--- src/rtl/mem_port_arbiter.sv ---
// rtl/mem_port_arbiter.sv - core/DMA arbiter for one single-port RAM with one-cycle read return
// Optional DMA starvation guard (PRI/WIN FSM) is built when MEM_ARB_STARVE_GUARD_EN is defined.
module mem_port_arbiter #(
    parameter int ADDR_W     = 16,
    parameter int STARVE_MAX = 4,
    parameter int DMA_WIN    = 2
) (
    input  logic              clk_i,
    input  logic              rst_n_i,

    input  logic              core_req_i,
    input  logic              core_we_i,
    input  logic              core_half_i,
    input  logic [ADDR_W:0]   core_addr_i,
    input  logic [31:0]       core_wdata_i,
    output logic              core_stall_o,
    output logic              core_rvalid_o,
    output logic [31:0]       core_rdata_o,

    input  logic              dma_req_i,
    input  logic              dma_we_i,
    input  logic [ADDR_W-1:0] dma_addr_i,
    input  logic [31:0]       dma_wdata_i,
    output logic              dma_gnt_o,
    output logic              dma_rvalid_o,
    output logic [31:0]       dma_rdata_o,

    output logic              mem_en_o,
    output logic              mem_we_o,
    output logic [3:0]        mem_be_o,
    output logic [ADDR_W-1:0] mem_addr_o,
    output logic [31:0]       mem_wdata_o,
    input  logic [31:0]       mem_rdata_i
);

    logic core_gnt;
    logic dma_gnt;

`ifdef MEM_ARB_STARVE_GUARD_EN
    localparam int SW = (STARVE_MAX > 1) ? $clog2(STARVE_MAX) : 1;
    localparam int WW = $clog2(DMA_WIN + 1);
    localparam logic [SW-1:0] STARVE_TOP = SW'(STARVE_MAX - 1);
    localparam logic [WW-1:0] WIN_LOAD   = WW'(DMA_WIN);
    localparam logic [WW-1:0] WIN_LAST   = WW'(1);

    typedef enum logic {
        ST_PRI = 1'b0,
        ST_WIN = 1'b1
    } state_e;

    state_e        state_q, state_d;
    logic [SW-1:0] starve_q, starve_d;
    logic [WW-1:0] win_q, win_d;

    always_ff @(posedge clk_i or negedge rst_n_i) begin
        if (!rst_n_i) begin
            state_q  <= ST_PRI;
            starve_q <= '0;
            win_q    <= '0;
        end else begin
            state_q  <= state_d;
            starve_q <= starve_d;
            win_q    <= win_d;
        end
    end

    always_comb begin
        state_d  = state_q;
        starve_d = starve_q;
        win_d    = win_q;
        case (state_q)
            ST_PRI: begin
                if (!dma_req_i || dma_gnt) begin
                    starve_d = '0;
                end else if (starve_q == STARVE_TOP) begin
                    state_d  = ST_WIN;
                    starve_d = '0;
                    win_d    = WIN_LOAD;
                end else begin
                    starve_d = starve_q + 1'b1;
                end
            end
            ST_WIN: begin
                // A DMA master that lets go of the bus forfeits the rest of its window.
                if (!dma_req_i) begin
                    state_d = ST_PRI;
                    win_d   = '0;
                end else begin
                    win_d = win_q - 1'b1;
                    if (win_q == WIN_LAST) begin
                        state_d = ST_PRI;
                    end
                end
            end
            default: begin
                state_d = ST_PRI;
            end
        endcase
    end

    always_comb begin
        core_gnt = 1'b0;
        dma_gnt  = 1'b0;
        if (state_q == ST_WIN && dma_req_i) begin
            dma_gnt = 1'b1;
        end else if (core_req_i) begin
            core_gnt = 1'b1;
        end else if (dma_req_i) begin
            dma_gnt = 1'b1;
        end
    end
`else
    always_comb begin
        core_gnt = core_req_i;
        dma_gnt  = dma_req_i & ~core_req_i;
    end
`endif

    assign core_stall_o = core_req_i & ~core_gnt;
    assign dma_gnt_o    = dma_gnt;

    always_comb begin
        mem_en_o    = 1'b0;
        mem_we_o    = 1'b0;
        mem_be_o    = 4'b0000;
        mem_addr_o  = '0;
        mem_wdata_o = '0;
        if (core_gnt) begin
            mem_en_o   = 1'b1;
            mem_we_o   = core_we_i;
            mem_addr_o = core_addr_i[ADDR_W:1];
            if (core_half_i) begin
                mem_be_o    = core_addr_i[0] ? 4'b1100 : 4'b0011;
                mem_wdata_o = {core_wdata_i[15:0], core_wdata_i[15:0]};
            end else begin
                mem_be_o    = 4'b1111;
                mem_wdata_o = core_wdata_i;
            end
        end else if (dma_gnt) begin
            mem_en_o    = 1'b1;
            mem_we_o    = dma_we_i;
            mem_be_o    = 4'b1111;
            mem_addr_o  = dma_addr_i;
            mem_wdata_o = dma_wdata_i;
        end
    end

    // Read tag: who issued last cycle's read, and which halfword lane the core wanted.
    logic        rd_core_q;
    logic        rd_dma_q;
    logic        rd_half_q;
    logic        rd_lane_q;
    logic [31:0] core_rdata_q;
    logic [31:0] dma_rdata_q;
    logic [31:0] core_rdata_sel;

    always_comb begin
        core_rdata_sel = mem_rdata_i;
        if (rd_half_q) begin
            core_rdata_sel = {16'h0000, rd_lane_q ? mem_rdata_i[31:16] : mem_rdata_i[15:0]};
        end
    end

    always_ff @(posedge clk_i or negedge rst_n_i) begin
        if (!rst_n_i) begin
            rd_core_q    <= 1'b0;
            rd_dma_q     <= 1'b0;
            rd_half_q    <= 1'b0;
            rd_lane_q    <= 1'b0;
            core_rdata_q <= '0;
            dma_rdata_q  <= '0;
        end else begin
            rd_core_q <= core_gnt & ~core_we_i;
            rd_dma_q  <= dma_gnt & ~dma_we_i;
            if (core_gnt) begin
                rd_half_q <= core_half_i;
                rd_lane_q <= core_addr_i[0];
            end
            if (rd_core_q) begin
                core_rdata_q <= core_rdata_sel;
            end
            if (rd_dma_q) begin
                dma_rdata_q <= mem_rdata_i;
            end
        end
    end

    assign core_rvalid_o = rd_core_q;
    assign dma_rvalid_o  = rd_dma_q;
    assign core_rdata_o  = rd_core_q ? core_rdata_sel : core_rdata_q;
    assign dma_rdata_o   = rd_dma_q ? mem_rdata_i : dma_rdata_q;

endmodule

--- config.mk ---
export PLATFORM = sky130hd
export DESIGN_NAME = mem_port_arbiter
export DESIGN_NICKNAME = d
export VERILOG_FILES = /design/src/rtl/mem_port_arbiter.sv
export SDC_FILE = /design/constraint.sdc
export NUM_CORES = 1
export LEC_CHECK = 0
export ABC_CLOCK_PERIOD_IN_PS = 1700
export BUFFER_PORTS_ARGS = -buffer_cell sky130_fd_sc_hd__buf_2
export CAP_MARGIN = 20
export CORE_AREA = 2 2 100 102
export CTS_BUF_LIST = sky130_fd_sc_hd__clkbuf_8
export DETAILED_ROUTE_END_ITERATION = 16
export DIE_AREA = 0 0 102 104
export GPL_TIMING_DRIVEN = 0
export PLACE_DENSITY_LB_ADDON = 0.08
export SYNTH_ARGS = -nofsm -noshare
export SYNTH_HDL_FRONTEND = slang
export SYNTH_SLANG_ARGS = --single-unit
--- constraint.sdc ---
create_clock -name clk_i -period 1.7 [get_ports clk_i]
set_clock_uncertainty 0.2 [all_clocks]
set_input_delay 0.085 -clock clk_i [delete_from_list [all_inputs] [get_ports clk_i]]
set_output_delay 0.085 -clock clk_i [all_outputs]
set_load 0.02 [all_outputs]
==> impl_metrics.env <==
export IMPL_htreeDepth=3
export IMPL_ant_nets=0
export IMPL_clock_path_buffers=2
export IMPL_dr_max_layer_used="met4"
export IMPL_antenna_found_initial=0
export IMPL_hold_viol=0
export IMPL_syn_area_um2=3900
export IMPL_ys_async_sr_fraction=1.00
export IMPL_wl_per_cell_um=19.6
export IMPL_synth_edf_count=0
export IMPL_syn_inst=390
export IMPL_timing_final_ws_setup_ps=-257
export IMPL_synth_cell_types=26
export IMPL_rsz0062_at_grt="yes"
export IMPL_die_w_um=102
export IMPL_hpwl_um=10600
export IMPL_cts_buffers=9
export IMPL_ys_seq_area_frac=0.436
export IMPL_ioPinCount=258
export IMPL_drtPass1Iterations=4
export IMPL_wl_met1_um=6440
export IMPL_route_met3_wl_um=1330
export IMPL_status="finished with violations"
export IMPL_via_count=4433
export IMPL_r2r_start="core_rvalid_o"
export IMPL_areaGrowthSynthToFinish_pct=87.9
export IMPL_p_per_area_nw_per_um2=831
export IMPL_coreArea_um2=9550
export IMPL_ys_ff_latch=68
export IMPL_violations="negative setup slack"
export IMPL_final_area_um2=7330
export IMPL_r2r_end="core_rdata_q[0]"
export IMPL_initial_utilization=0.409
export IMPL_cts_root_buf="clkbuf_8"
export IMPL_path_clk_slew_ps=80
export IMPL_gp_congestion=0.862
export IMPL_seqCellArea_um2=1700
export IMPL_max_freq_mhz=511
export IMPL_grt_pass1_wl_um=23200
export IMPL_slew_headroom=0.418
export IMPL_endpoint="core_rdata_o[28]"
export IMPL_synth_top_area_share=0.436
export IMPL_multi_input_area_um2=2320
export IMPL_synth_top_cell_by_area="dfrtp_1"
export IMPL_max_slew_worst_pin_slew_ps=873
export IMPL_final_nets=868
export IMPL_reg2regPathDepth=8
export IMPL_die_h_um=104
export IMPL_worstPathMaxFanout=7
export IMPL_drive_gt1_frac=0.582
export IMPL_dp_cells=777
export IMPL_grt_pass1_vias=4559
export IMPL_setup_viol=62
export IMPL_startpoint="core_rvalid_o"
export IMPL_place_area_um2=5340
export IMPL_hp_class="in -> reg"
export IMPL_n_antenna_cell=0
export IMPL_dr_wl_met2_um=8960
export IMPL_clock_insertion_delay_worst_skew_ps=340
export IMPL_finalCriticalPeriod_ps=1960
export IMPL_worstSetupPathType="reg -> out"
export IMPL_arrival_ps=1670
export IMPL_fin_util=0.768
export IMPL_vdd_drop_max_v=0.000704
export IMPL_post_route_period_util=1.15
export IMPL_synthTopCellsByArea="dfrtp_1, mux2_2, mux2i_1"
export IMPL_required_ps=1410
export IMPL_grt_max_degree=69
export IMPL_ys_warn_count=0
export IMPL_drv_cap=0
export IMPL_drv_slew=0
export IMPL_start_kind="flop"
export IMPL_routed_wl_um=17000
export IMPL_end_kind="primary output"
export IMPL_finalNonFillerCells=869
export IMPL_ys_flop_type="dfrtp_1"
export IMPL_cts_tree="built"
export IMPL_syn_area_per_cell_um2=10.0
export IMPL_dieArea_um2=10600
export IMPL_track_usage=0.282
export IMPL_drc=0
export IMPL_clock_sinks=68
export IMPL_reg2reg_slack_ps=50
export IMPL_yosysMostFrequentCell="nand2_1"
export IMPL_synth_nets=526
export IMPL_filler_cell_count=646
export IMPL_p_leak_nw=3.72
export IMPL_num_rows=36
export IMPL_io_buffer_count=254
export IMPL_worst_hold_slack_ps=19.3
export IMPL_viasPerCell=5.10
export IMPL_ys_top_cells_by_count="nand2_1, dfrtp_1, mux2_2, mux2i_1, o21ai_0"
export IMPL_drt_iter0_drc=172
export IMPL_grt_ovfl_total=0
worst max-delay path, stage by stage (launching register included):
cell and delay (ps):
dfrtp_1 380, buf_6 140, buf_12 150, buf_8 130
nor2b_4 130, a31o_1 230, buf_6 160
placed cells by master (no fill, tap or decap), types with 4 or more instances in the layout:
master and count:
o21ai_0 21, buf_6 79, buf_4 36, nand3_2 4
buf_2 194, a31o_4 8, a31oi_2 7, buf_12 7
clkbuf_8 9, nor2b_1 11, mux2i_1 30, nor2_1 7
nand3_1 12, dfrtp_1 68, clkbuf_16 4, o21ai_1 11
buf_8 8, nor2_2 7, nor2b_4 5, dlygate4sd3_1 37
mux2_4 32, a31o_1 8, a21bo_1 14, nand2_1 78
a31oi_4 9
worst min-delay path by stage:
stage,from,end,slack [ps],depth (start not counted)
final,core_req_i,rd_half_q,20,4
after detailed placement,rst_n_i,dma_rdata_q[17],60,1
after global placement,dma_we_i,dma_rvalid_o,60,2
after CTS,core_req_i,rd_half_q,10,4
after global routing,core_req_i,rd_lane_q,50,3
after floorplan,rst_n_i,core_rdata_q[0],-410,0
per-layer routing:
metal  up-vias  global-route usage
met5         -                   0
met4         0              0.0724
met3        29              0.0840
met2       209               0.466
met1      2157               0.357
li1       2038                   -
registers in the layout (all words and copies together), names as in the netlist:
| name | count |
|---|---|
| core_rdata_q | 32 |
| core_rvalid_o | 1 |
| dma_rdata_q | 32 |
| dma_rvalid_o | 1 |
| rd_half_q | 1 |
| rd_lane_q | 1 |
metrics by stage:
stage / power, mW / TNS [ps] / worst slack (ps)
3_5_place_dp: 3.83 / 0 / 133
4_1_cts: 5.59 / -6360 / -140
3_3_place_gp: 3.79 / 0 / 6.45
2_1_floorplan: 3.11 / 0 / 21.7
5_1_grt: 6.35 / -10560 / -284
6_report: 6.09 / -7600 / -257
report_power, final:
part | switching (mW) | internal (mW)
Clock | 0.617 | 0.659
Combinational | 1.41 | 1.44
Sequential | 0.0980 | 1.87
Total | 2.12 | 3.97
logic make-up after synthesis:
| logic type | count (synthesis) | share of synthesized area |
|---|---|---|
| other | 1 | 0.000961 |
| buffers and inverters | 42 | 0.0904 |
| and+or+nand+nor | 130 | 0.142 |
| DFF | 68 | 0.436 |
| AOI/OAI and AO/OA | 85 | 0.154 |
| muxes | 64 | 0.176 |
area by class of cell:
| type | instances | area share |
|---|---|---|
| clock buffers | 9 | 0.0169 |
| well taps | 133 | 0.0227 |
| flip-flops and latches | 68 | 0.232 |
| multi-input cells | 280 | 0.316 |
| repair buffers | 331 | 0.342 |
| inverters | 2 | 0.00137 |
| plain buffers | 40 | 0.0614 |
| clock inverters | 6 | 0.00785 |
repair_timing:
action,in CTS,in global routing
buffers inserted,19,15
hold buffers,37,0
gates resized for setup,141,124
endpoints found under the hold margin,133,0
endpoints found under the setup margin,64,65
cloned,4,4
pin swaps,35,9
Power figures use the tool's default switching activity.
